File: config.mk
export PLATFORM = sky130hd
export DESIGN_NAME = fetch_branch_unit
export DESIGN_NICKNAME = d
export VERILOG_FILES = /design/src/rtl/fetch_branch_unit.sv
export SDC_FILE = /design/constraint.sdc
export NUM_CORES = 1
export LEC_CHECK = 0
export BUFFER_PORTS_ARGS = -buffer_cell sky130_fd_sc_hd__buf_2
export CAP_MARGIN = 15
export CORE_AREA = 2 2 204 106
export CTS_BUF_LIST = sky130_fd_sc_hd__clkbuf_4 sky130_fd_sc_hd__clkbuf_8
export CTS_CLUSTER_SIZE = 20
export DETAILED_ROUTE_END_ITERATION = 10
export DIE_AREA = 0 0 206 108
export PLACE_DENSITY_LB_ADDON = 0.25
export SYNTH_ARGS = -nofsm -noshare
export SYNTH_HDL_FRONTEND = slang
export SYNTH_SLANG_ARGS = --single-unit
File: constraint.sdc
create_clock -name Clock -period 8 [get_ports Clock]
set_input_delay 1.2 -clock Clock [delete_from_list [all_inputs] [get_ports Clock]]
set_output_delay 1.2 -clock Clock [all_outputs]
set_load 0.01 [all_outputs]
File: src/rtl/fetch_branch_unit.sv
// Fetch stage: PC register, IF/ID pipeline register and CBZ/B branch resolution with 1-bubble flush.
// Optional macro BRANCH_STATS_EN adds saturating TakenCount/NotTakenCount outputs.
module fetch_branch_unit #(
  parameter int                ADDR_W   = 64,
  parameter int                INSTR_W  = 32,
  parameter logic [ADDR_W-1:0] RESET_PC = '0
) (
  input  logic               Clock,
  input  logic               Reset,
  input  logic               Stall,
  input  logic [INSTR_W-1:0] InstrIn,
  input  logic               Branch,
  input  logic               UncondBranch,
  input  logic               Zero,
  input  logic [ADDR_W-1:0]  BrOffset,
  output logic [ADDR_W-1:0]  PCout,
  output logic [ADDR_W-1:0]  IFID_PC,
  output logic [INSTR_W-1:0] IFID_Instr,
  output logic               IFID_Valid,
  output logic               PCSrc
`ifdef BRANCH_STATS_EN
  ,
  output logic [31:0]        TakenCount,
  output logic [31:0]        NotTakenCount
`endif
);

  logic [ADDR_W-1:0]  pc_q, pc_d;
  logic [ADDR_W-1:0]  ifid_pc_q, ifid_pc_d;
  logic [INSTR_W-1:0] ifid_instr_q, ifid_instr_d;
  logic               ifid_valid_q, ifid_valid_d;
  logic               taken;
  logic [ADDR_W-1:0]  target;
  logic [ADDR_W-1:0]  seq_pc;

  // A bubble in IF/ID must never redirect, whatever the decoder drives.
  assign taken  = ifid_valid_q & (UncondBranch | (Branch & Zero));
  assign target = ifid_pc_q + {BrOffset[ADDR_W-3:0], 2'b00};
  assign seq_pc = pc_q + ADDR_W'(4);

  always_comb begin
    pc_d         = pc_q;
    ifid_pc_d    = ifid_pc_q;
    ifid_instr_d = ifid_instr_q;
    ifid_valid_d = ifid_valid_q;
    if (taken) begin
      pc_d         = target;
      ifid_pc_d    = pc_q;
      ifid_instr_d = '0;
      ifid_valid_d = 1'b0;
    end else if (!Stall) begin
      pc_d         = seq_pc;
      ifid_pc_d    = pc_q;
      ifid_instr_d = InstrIn;
      ifid_valid_d = 1'b1;
    end
  end

  always_ff @(posedge Clock or posedge Reset) begin
    if (Reset) begin
      pc_q         <= RESET_PC;
      ifid_pc_q    <= '0;
      ifid_instr_q <= '0;
      ifid_valid_q <= 1'b0;
    end else begin
      pc_q         <= pc_d;
      ifid_pc_q    <= ifid_pc_d;
      ifid_instr_q <= ifid_instr_d;
      ifid_valid_q <= ifid_valid_d;
    end
  end

  assign PCout      = pc_q;
  assign IFID_PC    = ifid_pc_q;
  assign IFID_Instr = ifid_instr_q;
  assign IFID_Valid = ifid_valid_q;
  assign PCSrc      = taken;

`ifdef BRANCH_STATS_EN
  logic [31:0] taken_cnt_q, taken_cnt_d;
  logic [31:0] ntaken_cnt_q, ntaken_cnt_d;
  logic        not_taken;

  assign not_taken = ifid_valid_q & Branch & ~Zero & ~UncondBranch & ~Stall;

  always_comb begin
    taken_cnt_d  = taken_cnt_q;
    ntaken_cnt_d = ntaken_cnt_q;
    if (taken && (taken_cnt_q != 32'hFFFF_FFFF)) taken_cnt_d = taken_cnt_q + 32'd1;
    if (not_taken && (ntaken_cnt_q != 32'hFFFF_FFFF)) ntaken_cnt_d = ntaken_cnt_q + 32'd1;
  end

  always_ff @(posedge Clock or posedge Reset) begin
    if (Reset) begin
      taken_cnt_q  <= '0;
      ntaken_cnt_q <= '0;
    end else begin
      taken_cnt_q  <= taken_cnt_d;
      ntaken_cnt_q <= ntaken_cnt_d;
    end
  end

  assign TakenCount    = taken_cnt_q;
  assign NotTakenCount = ntaken_cnt_q;
`endif

endmodule

==> flow_metrics.py <==
metrics = {
    "status": {
        "status": "completed",
    },
    "timing": {
        "rsz0062_at_grt": "no",
        "period_minus_slack_ns": 4.027,
        "slew_headroom_pct": 33.98,
        "fin_skew_ns": 0.01768,
        "final-hold-violation-count": 0,
        "min_period_over_period_pct": 50.34,
        "fin_hold_ws_ns": 0.4984,
        "fmax_mhz": 248.3,
        "setup_viol": 0,
        "fin_tns_setup_ns": 0,
        "tightestPinTransition_ns": 0.9903,
        "drv_slew": 0,
    },
    "hold_path": {
        "min_path_type": "reg2reg",
    },
    "cts": {
        "clock_sinks": 161,
        "cts-root-buf": "clkbuf_8",
        "cts_hold_buf": 0,
        "clock_path_buffers": 2,
        "path_clk_slew_ns": 0.10,
        "cts_tree": "built",
        "numCtsBuffers": 17,
        "cts_resized": 0,
        "clock_latency_ns": 0.47,
        "h-tree-depth": 4,
        "post_cts_buffers": 0,
    },
    "die": {
        "die-area_um2": 22250,
        "dieWidth_um": 206,
        "start_util_pct": 52.65,
        "rows": 37,
        "core_um2": 20280,
        "die_h_um": 108,
        "boundaryPins": 264,
    },
    "placement": {
        "gp_congestion": 0.9405,
        "place_hpwl_um": 22390,
        "portBuffers": 261,
    },
    "final_layout": {
        "drive_gt1_share_pct": 27.56,
        "antenna_cells": 0,
        "area_growth_pct": 17.76,
        "fin_nets": 1551,
    },
    "setup_path": {
        "cp.arrival_ns": 4.40,
        "critical_path.max_fanout": 5,
        "critPathLaunchType": "input port",
        "endpoint_kind": "flop",
        "worstPathRequired_ns": 8.37,
        "critical_path_class": "in2reg",
    },
    "logic_synthesis": {
        "ys_seq_area_share_pct": 37.74,
        "synth_area_leader_cell": "dfrtp_1",
        "yosys_warnings": 0,
        "syn_inst": 1146,
        "syn-num-nets": 1311,
        "synth_cell_type_count": 67,
        "synth_area_leaders": "dfrtp_1, ha_1, mux2_2",
        "yosysTopAreaCellShare_pct": 37.74,
        "postSynthRegisterBits": 161,
        "synth.avg_cell_area_um2": 9.315,
        "synth_edf_count": 0,
        "ys_async_sr_fraction_pct": 100.0,
        "syn_area_um2": 10680,
        "synth_ff_type": "dfrtp_1",
    },
    "drt": {
        "drt.antenna.violating_nets": 0,
        "vias": 9624,
        "vias_per_cell": 5.763,
        "drt-wirelength-per-cell_um": 17.98,
        "drc": 0,
        "first_pass_iters": 5,
        "drt_iter0_markers": 662,
        "drt_wl_total_um": 30030,
    },
    "global_routing": {
        "grt_pass1_vias": 9108,
        "grt_overflow": 0,
        "grt_pass1_wl_um": 47220,
        "grt_antenna_before_repair": 0,
        "grt_use_total_pct": 26.93,
        "grt_start_max_net_pins": 98,
    },
    "run": {
        "drv_cap": 0,
    },
    "power": {
        "leakage_nw": 6.130,
        "power_density_nw_per_um2": 389.2,
        "vdd_ir_drop_max_uv": 164.1,
    },
}
worst paths after layout:
check	slack, ns	start	depth (start not counted)	to
setup reg to reg	4.39	IFID_PC[2]	11	PCout[60]
max in group asynchronous	5.60	Reset	3	PCout[22]
setup / recovery	3.97	BrOffset[0]	12	PCout[60]
hold / removal	0.50	IFID_PC[0]	2	PCout[0]
hold reg to reg	0.50	IFID_PC[0]	2	PCout[0]
min in group asynchronous	0.93	Reset	2	IFID_Instr[31]
sequential cells by signal, summed over array words and instances (netlist names):
register    flops
IFID_Instr     32
IFID_PC        64
IFID_Valid      1
PCout          64
cells in the mapped netlist, drive strengths merged, types with 15 or more instances:
library cell,instances
nand4,23
buf,17
nand2,132
nor2,84
and3,23
o21ai,87
a21o,37
xnor2,56
a21oi,75
mux2i,37
dfrtp,161
xor2,55
nand3,38
mux2,64
nor3,15
inv,20
clkbuf,28
ha,62
power by group:
group / leakage, nW / total [mW] / switching [mW] / internal, mW
clock: 0.194 / 0.618 / 0.309 / 0.310
combinational: 3.96 / 2.75 / 1.56 / 1.19
sequential: 1.97 / 1.53 / 0.379 / 1.15
total: 6.13 / 4.89 / 2.24 / 2.65
per-layer routing:
layer	up-vias	part of all wire, %	global-route usage (%)
met5	-	0	0
met4	0	1.5	6.990
met3	34	7.0	6.389
met2	326	45	42.35
li1	4586	-	-
met1	4678	46	37.52
cell families (layout without fill, tap and decap cells):
family          after synthesis  after routing  share of synthesized area, %
buf+inv                      66            317                         2.520
mux                         101            101                         10.22
compound gates              281            281                         16.82
flops                       161            161                         37.74
simple gates                363            363                         16.14
fa+ha+maj                    63             63                         7.454
xor+xnor                    111            111                         9.107
cell type report:
class,count,area [um^2]
multi-input cells,919,6382
fillers,1807,7706
well taps,273,341.6
inverters,21,83.83
clock inverters,11,141.4
clock buffers,19,249.0
flip-flops and latches,161,4029
repair buffers,266,1344
stage by stage:
stage          setup slack (ns)  power [mW]  cells  util, %  cell area, um^2
2_1_floorplan             2.452       3.372   1146        -            10680
3_3_place_gp              3.555       4.176   1640    60.07            12180
3_5_place_dp              3.567       4.249   1640    60.07            12180
4_1_cts                   4.033       4.892   1670    62.00            12570
5_1_grt                   3.762       5.269   1670    62.00            12570
6_report                  3.973       4.893   1670    62.00            12570
critical path, cell delays in order:
cell and delay (ns):
buf_2 0.10, ha_1 0.23, fa_1 0.45, a211oi_2 0.36
o21ai_2 0.16, a311oi_4 0.56, a2111oi_1 0.15, a211o_2 0.35
a31oi_2 0.25, a2111oi_2 0.14, o21a_1 0.20, o31ai_1 0.23
layout by cell type (no fill, tap or decap), types with 37 or more instances in the layout:
cell type,instances
mux2i_1,37
xor2_1,55
xnor2_1,56
buf_2,261
nor2_1,84
mux2_2,64
dfrtp_1,161
nand2_1,130
o21ai_0,82
a21oi_1,75
ha_1,62
(Power assumes the default switching activity.)
